File: src/rtl/mem_arbiter.sv
// mem_arbiter: two-master (instruction prefetch, data load/store) arbiter onto a
// single 16-bit memory/IO port with 19-bit word addressing.
//
// Handshake: a master raises *_access and holds it, with stable address and
// controls, until it sees its *_ack high for one cycle. The shared port behaves
// the same way: q_m_access is held until q_m_ack, which completes the transfer
// in the cycle it is seen. If a master drops access before ack, the transfer is
// abandoned. No ack is routed and the grant is released.
//
// Optional feature: define MEM_ARB_FAIRNESS_EN to stop data starving instruction
// fetch. After STARVE_LIMIT consecutive data grants taken while instr was
// waiting, instr wins the next arbitration. Without the macro, data has strict
// priority.
module mem_arbiter #(
  parameter int STARVE_LIMIT = 4
) (
  input  logic        clk,
  input  logic        reset_n,
  input  logic [18:0] instr_m_addr,
  output logic [15:0] instr_m_data_in,
  input  logic        instr_m_access,
  output logic        instr_m_ack,
  input  logic [18:0] data_m_addr,
  output logic [15:0] data_m_data_in,
  input  logic [15:0] data_m_data_out,
  input  logic        data_m_access,
  output logic        data_m_ack,
  input  logic        data_m_wr_en,
  input  logic [1:0]  data_m_bytesel,
  input  logic        d_io,
  input  logic        lock,
  output logic [18:0] q_m_addr,
  input  logic [15:0] q_m_data_in,
  output logic [15:0] q_m_data_out,
  output logic        q_m_access,
  input  logic        q_m_ack,
  output logic        q_m_wr_en,
  output logic [1:0]  q_m_bytesel,
  output logic        q_m_io,
  output logic [1:0]  o_dbg_state
);

  typedef enum logic [1:0] {
    S_IDLE     = 2'd0,
    S_GRANT_I  = 2'd1,
    S_GRANT_D  = 2'd2,
    S_LOCKED_D = 2'd3
  } state_t;

  state_t r_state;
  state_t w_next;
  logic   w_instr_first;

  assign o_dbg_state     = r_state;
  assign instr_m_data_in = q_m_data_in;
  assign data_m_data_in  = q_m_data_in;

`ifdef MEM_ARB_FAIRNESS_EN
  logic [2:0] r_starve_cnt;

  assign w_instr_first = instr_m_access && (r_starve_cnt == 3'(STARVE_LIMIT));

  // Count data grants won from IDLE while instr waits; clear when instr is granted or idle.
  always_ff @(posedge clk or negedge reset_n) begin
    if (!reset_n) begin
      r_starve_cnt <= '0;
    end else if (r_state == S_IDLE) begin
      if (!instr_m_access || w_instr_first) begin
        r_starve_cnt <= '0;
      end else if (data_m_access) begin
        r_starve_cnt <= r_starve_cnt + 3'd1;
      end else begin
        r_starve_cnt <= '0;
      end
    end
  end
`else
  logic w_unused_limit;

  assign w_instr_first  = 1'b0;
  assign w_unused_limit = (STARVE_LIMIT > 0);
`endif

  // State register; reset abandons any transfer in flight.
  always_ff @(posedge clk or negedge reset_n) begin
    if (!reset_n) begin
      r_state <= S_IDLE;
    end else begin
      r_state <= w_next;
    end
  end

  // Next-state logic, and the shared-port mux and ack routing for the current owner.
  always_comb begin
    w_next       = r_state;
    q_m_addr     = '0;
    q_m_data_out = '0;
    q_m_access   = 1'b0;
    q_m_wr_en    = 1'b0;
    q_m_bytesel  = 2'b00;
    q_m_io       = 1'b0;
    instr_m_ack  = 1'b0;
    data_m_ack   = 1'b0;
    case (r_state)
      S_IDLE: begin
        if (w_instr_first) begin
          w_next = S_GRANT_I;
        end else if (data_m_access) begin
          w_next = S_GRANT_D;
        end else if (instr_m_access) begin
          w_next = S_GRANT_I;
        end
      end
      S_GRANT_I: begin
        q_m_addr    = instr_m_addr;
        q_m_access  = instr_m_access;
        q_m_bytesel = 2'b11;
        instr_m_ack = q_m_ack && instr_m_access;
        if (!instr_m_access || q_m_ack) begin
          w_next = S_IDLE;
        end
      end
      S_GRANT_D: begin
        q_m_addr     = data_m_addr;
        q_m_data_out = data_m_data_out;
        q_m_access   = data_m_access;
        q_m_wr_en    = data_m_wr_en;
        q_m_bytesel  = data_m_bytesel;
        q_m_io       = d_io;
        data_m_ack   = q_m_ack && data_m_access;
        // Lock is only sampled at completion; this keeps the grant for the next transfer.
        if (!data_m_access) begin
          w_next = S_IDLE;
        end else if (q_m_ack) begin
          w_next = lock ? S_LOCKED_D : S_IDLE;
        end
      end
      S_LOCKED_D: begin
        q_m_addr     = data_m_addr;
        q_m_data_out = data_m_data_out;
        q_m_access   = data_m_access;
        q_m_wr_en    = data_m_wr_en;
        q_m_bytesel  = data_m_bytesel;
        q_m_io       = d_io;
        data_m_ack   = q_m_ack && data_m_access;
        if (data_m_access) begin
          if (q_m_ack && !lock) begin
            w_next = S_IDLE;
          end
        end else if (!lock) begin
          w_next = S_IDLE;
        end
      end
      default: w_next = S_IDLE;
    endcase
  end

endmodule
File: config.mk
export PLATFORM = sky130hd
export DESIGN_NAME = mem_arbiter
export DESIGN_NICKNAME = d
export VERILOG_FILES = /design/src/rtl/mem_arbiter.sv
export SDC_FILE = /design/constraint.sdc
export NUM_CORES = 1
export LEC_CHECK = 0
export BUFFER_PORTS_ARGS = -buffer_cell sky130_fd_sc_hd__clkbuf_2
export CORE_AREA = 2 2 61 63
export DETAILED_ROUTE_END_ITERATION = 12
export DIE_AREA = 0 0 63 65
export PLACE_DENSITY = 0.79
export SLEW_MARGIN = 10
export SYNTH_ARGS = -nofsm -noshare
export SYNTH_HDL_FRONTEND = slang
export SYNTH_SLANG_ARGS = --single-unit
File: constraint.sdc
create_clock -name clk -period 1.2 [get_ports clk]
set_input_delay 0.12 -clock clk [delete_from_list [all_inputs] [get_ports clk]]
set_output_delay 0.12 -clock clk [all_outputs]
set_load 0.02 [all_outputs]
==> results.yml, run 1 <==
floorplanning:
  start_util: 0.212
  die_h_um: 65
  die_area_um2: 4100
  fp-row-count: 22
  io_pins: 156
  die_x_um: 63
  core-area_um2: 3500
worst_setup_path:
  r2r_end: "o_dbg_state[0]"
  critPathBufInv: 2
  endpoint_kind: "output port"
  worstReg2RegStart: "o_dbg_state[0]"
  crit_type: "reg -> out"
  critPathRequiredTime_ns: 1.08
  critPathMaxFanout: 22
  cp_cell_sequence: "nor2b_4 > buf_12 > a22o_1 > clkbuf_8"
  worstPathArrival_ns: 1.31
  path_delay_family: "flip-flops"
  cpMaxStageDelayCell: "dfrtp_2"
  r2r_slack_ns: 0.23
  cp-start-kind: "flop"
  critPathMaxStageDelay_ns: 0.43
  r2r_cells: 4
pwr:
  seqPwrFrac: 0.040
  p_int_w: 0.00187
  total_power_w: 0.00336
  p_per_area_nw_per_um2: 2260
  clkPwrFrac: 0.050
  switchingPower_w: 0.00149
  leakagePower_nw: 0.813
  peakVddDrop_mv: 1.19
  pwr-share-comb: 0.910
  swShare: 0.443
grt:
  grt-ovfl-total: 0
  grt_usage: 0.119
  grt_max_degree: 46
  antenna_found_initial: 0
  grt_pass1_vias: 879
  grt_pass1_wl_um: 3960
synth:
  synth_area_leader_cell: "buf_4"
  synthCells: 93
  synth.yosys.seq_area_share: 0.0675
  yosys.area_share.adder: 0
  synth.area.mux_share: 0.0135
  yosys_warnings: 0
  syn_area_um2: 742
  synthTopCellsByArea: "buf_4 32%, a22o_1 17%, and2_1 15%"
  synth_simple_gate_area_share: 0.204
  synth_compound_area_frac: 0.317
  yosysUniqueCellTypes: 21
  synth_xor_xnor_area_share: 0
  synth_top_family_by_area: "buffers and inverters"
  synth-seq-cells: 2
  yosysTopAreaCellShare: 0.324
  syn_area_per_cell_um2: 7.98
  synth.net_count: 173
timing:
  finalClockSkew_ns: 0.00757
  slew-limit-headroom: 0.869
  worst_slack_ns: -0.230
  slew_violations: 0
  min_period_ns: 1.43
  worst_pin_slew_ns: 0.197
  setup_violations: 42
  rsz0062_at_grt: "yes"
  hold_viol: 0
  period_share: 1.19
  max_freq_ghz: 0.700
cts:
  cts_sinks: 2
  numCtsBuffers: 3
  path_clk_slew_ns: 0.04
  cts-root-buf: "clkbuf_4"
  clk-insertion-delay-late_ns: 0.23
  htree_levels: 1
  cts_tree: "built"
  clock_path_buffers: 2
routing:
  wl_per_cell_um: 11.4
  drtAntennaViolNets: 0
  routed_wl_um: 2490
  vias_per_cell: 4.25
  drt_first_pass_iters: 3
  drt-initial-drc-count: 18
  vias: 927
  drc_errors: 0
placement:
  dp_slack_ns: -0.0153
  gp_congestion: 0.700
  io_buffers: 107
  hpwlAfterDp_um: 1870
final_layout:
  layout.nets: 251
  nFillCells: 351
  num_antenna_cells: 0
  mostFrequentLayoutCells: "64 x clkbuf_2, 18 x clkbuf_4, 18 x clkbuf_8"
  final_common_cell: "clkbuf_2"
  multiInputGateArea_um2: 460
  drive_gt1_frac: 0.753
  area_growth_pct: 101
  register_area_um2: 51.3
  largest_reg_flops: 2
run:
  max_cap_viol_count: 0
min_path:
  min_to: "o_dbg_state[1]"
  hp-start: "q_m_ack"
  hold_class: "in -> reg"
  hold_depth: 2
run_status:
  violations: "negative setup slack"
  status: "finished with violations"
==> Yosys cell counts <==
cell type	n
inv_1	1
nor2b_1	1
nor2b_4	1
buf_2	2
a31oi_1	1
a21oi_1	2
and2_1	18
o21ai_0	1
mux2i_1	1
and3_2	1
dfrtp_1	2
buf_6	3
a21o_2	1
clkbuf_1	2
a22o_1	14
a22o_2	6
buf_4	32
nand3_1	1
a311oi_2	1
and3_1	1
a21o_1	1
==> metrics by stage <==
stage	instances	cell area, µm²	hold WS, ns	util	setup TNS, ns
6_report	218	1490	0.172	0.426	-6.12
5_1_grt	218	1490	0.178	0.426	-8.96
4_1_cts	218	1480	0.167	0.422	-6.92
3_5_place_dp	212	1160	-0.0832	0.331	-0.114
3_3_place_gp	212	1160	-0.0916	0.331	0
2_1_floorplan	93	805	-0.176	-	-0.370
==> cell families (layout without fill, tap and decap cells) <==
| kind of cell | Yosys count | after routing |
|---|---|---|
| compound gates | 27 | 27 |
| flops | 2 | 2 |
| simple gates | 23 | 23 |
| mux | 1 | 1 |
| buf+inv | 40 | 117 |
==> layout make-up <==
| class | instances | area share |
|---|---|---|
| Inverter | 1 | 0.00252 |
| Multi-Input combinational cell | 51 | 0.310 |
| Timing Repair Buffer | 112 | 0.595 |
| Clock buffer | 4 | 0.0177 |
| Sequential cell | 2 | 0.0345 |
| Tap cell | 48 | 0.0404 |
==> routing by layer <==
metal	wire length, µm	part of all wire	vias up	global-route usage
met1	834	0.33	402	0.126
li1	-	-	448	-
met4	63	0.025	0	0.0722
met3	289	0.12	12	0.0347
met5	0	0	-	0
met2	1300	0.52	65	0.209
==> power groups by stage <==
stage	clock network, W	registers [W]	logic (W)
2_1_floorplan	0	0.000172	0.00175
3_3_place_gp	0	0.000133	0.00230
3_5_place_dp	0	0.000136	0.00233
4_1_cts	0.000179	0.000137	0.00298
5_1_grt	0.000187	0.000139	0.00324
6_report	0.000168	0.000135	0.00306
==> worst max path at each step <==
| stage | startpoint | end | slack (ns) | depth (start not counted) |
|---|---|---|---|---|
| floorplan | o_dbg_state[1] | q_m_addr[0] | -0.04 | 4 |
| global placement | o_dbg_state[1] | q_m_addr[13] | 0.01 | 4 |
| detailed placement | o_dbg_state[1] | q_m_addr[13] | -0.02 | 4 |
| CTS | o_dbg_state[1] | q_m_addr[3] | -0.24 | 4 |
| global route | o_dbg_state[1] | q_m_addr[4] | -0.30 | 4 |
| finish | o_dbg_state[1] | q_m_addr[3] | -0.23 | 4 |
==> repair_timing <==
| action | 4_1_cts | 5_1_grt |
|---|---|---|
| gates resized for setup | 66 | 10 |
| endpoints found under the setup margin | 42 | 43 |
| setup buffers | 1 | 0 |
| endpoints found under the hold margin | 2 | 0 |
| hold buffers | 1 | 0 |
Note: power is estimated with default switching activity, not from simulation.
==> run 2, diff against run 1 <==
- CTS_BUF_LIST: not set -> sky130_fd_sc_hd__clkbuf_16
==> results.yml, run 2 (synthesis gave the netlist of run 1 again) <==
routing:
  met2_length_um: 1440
  routed-wl-met3_um: 297
  drc_errors: 0
  wl_per_cell_um: 12.6
  drt_first_pass_iters: 2
  vias: 974
  drtAntennaViolNets: 0
  drt-initial-drc-count: 9
  top_layer: "met4"
  vias_per_cell: 4.33
  routed_wl_um: 2840
  met1Wirelength_um: 1040
timing:
  worst_pin_slew_ns: 0.201
  finalClockSkew_ns: 0.00451
  hold_viol: 0
  setup_violations: 42
  period_share: 1.22
  worst_slack_ns: -0.267
  slew-limit-headroom: 0.866
  hold_slack_ns: 0.188
  max_freq_ghz: 0.682
  rsz0062_at_grt: "yes"
  min_period_ns: 1.47
  slew_violations: 0
  tns_ns: -8.33
worst_setup_path:
  critPathMaxFanout: 6
  r2r_end: "o_dbg_state[0]"
  endpoint_kind: "output port"
  critical_path.startpoint: "o_dbg_state[1]"
  worstReg2RegStart: "o_dbg_state[1]"
  cp_cell_sequence: "buf_4 > clkbuf_16 > a22o_4 > clkbuf_8"
  cpMaxStageDelayCell: "dfrtp_2"
  r2r_cells: 4
  r2r_slack_ns: 0.18
  critPathRequiredTime_ns: 1.08
  setup.worst_path.end: "q_m_access"
  worstPathArrival_ns: 1.35
  cp-start-kind: "flop"
  crit_type: "reg -> out"
  critPathMaxStageDelay_ns: 0.43
final_layout:
  mostFrequentLayoutCells: "64 x clkbuf_2, 27 x clkbuf_8, 16 x buf_4"
  area_growth_pct: 122
  nFillCells: 336
  drive_gt1_frac: 0.785
  num_antenna_cells: 0
  largest_reg_flops: 2
  layout.nets: 258
  final_common_cell: "clkbuf_2"
grt:
  antenna_found_initial: 0
  grt_pass1_vias: 884
  grt-ovfl-total: 0
  grt_max_degree: 46
  grt_usage: 0.120
  grt_pass1_wl_um: 4000
cts:
  cts_tree: "built"
  path_clk_slew_ns: 0.03
  cts_sinks: 2
  cts-root-buf: "clkbuf_16"
  numCtsBuffers: 3
  clk-insertion-delay-late_ns: 0.22
  htree_levels: 1
  clock_path_buffers: 2
placement:
  io_buffers: 107
  hpwlAfterDp_um: 1870
  gp_congestion: 0.700
  dp_slack_ns: -0.0153
floorplanning:
  die_area_um2: 4100
  die_h_um: 65
  start_util: 0.212
  io_pins: 156
  die_x_um: 63
  fp-row-count: 22
  core-area_um2: 3500
run:
  max_cap_viol_count: 0
pwr:
  peakVddDrop_mv: 1.06
  leakagePower_nw: 0.898
  p_per_area_nw_per_um2: 2430
run_status:
  violations: "negative setup slack"
  status: "finished with violations"
min_path:
  hold_class: "in -> reg"
-- run 2: changes by cell type in the layout (fill, tap and decap cells not counted), sizes merged --
cell,before,now
buf,14,25
clkbuf,101,96
inv,1,2
-- run 2: power breakdown --
part / switching, W / internal (W) / total (W)
registers: 0.0000341 / 0.000102 / 0.000136
logic: 0.00149 / 0.00186 / 0.00334
clock network: 0.0000815 / 0.000429 / 0.000510
-- run 2: worst min-delay path by stage --
stage	start	endpoint	slack (ns)	cells after the start
final	q_m_ack	o_dbg_state[1]	0.19	2
after global routing	q_m_ack	o_dbg_state[1]	0.20	2
after CTS	q_m_ack	o_dbg_state[1]	0.18	2
after detailed placement	reset_n	o_dbg_state[0]	-0.08	1
after global placement	reset_n	o_dbg_state[0]	-0.09	1
after floorplan	reset_n	o_dbg_state[0]	-0.18	0
-- run 2: final cells by class --
type                    instances  area (µm²)  area share
repair buffers                119         977       0.594
multi-input cells              51         473       0.288
clock buffers                   3        75.1      0.0457
well taps                      48        60.1      0.0365
flip-flops and latches          2        51.3      0.0312
clock inverters                 1        3.75     0.00228
inverters                       1        3.75     0.00228
-- run 2: worst max-delay path: cells and delay by family (launching register included) --
kind / cells / cell delay (ns)
buffers and inverters: 3 / 0.45
AOI/OAI and AO/OA: 1 / 0.24
DFF: 1 / 0.43
-- run 2: metrics by stage --
step                instances  utilization  cell area [µm²]  power, W
detailed placement        212        0.331             1160   0.00247
global route              225        0.470             1640   0.00420
finish                    225        0.470             1640   0.00399
floorplan                  93            -              805   0.00192
CTS                       218        0.437             1530   0.00364
global placement          212        0.331             1160   0.00243
-- run 2: what timing repair did --
action                                  in CTS  in global routing
resized for setup                           66                 26
hold buffers                                 1                  0
setup buffers                                1                  4
pin swaps                                    0                  0
endpoints found under the hold margin        2                  0
endpoints found under the setup margin      42                 43
gates cloned                                 0                  3
-- run 2: routing by layer --
layer,vias up,GRT usage
met5,-,0
met3,11,0.0347
met1,430,0.130
met4,0,0.0639
met2,69,0.210
li1,464,-
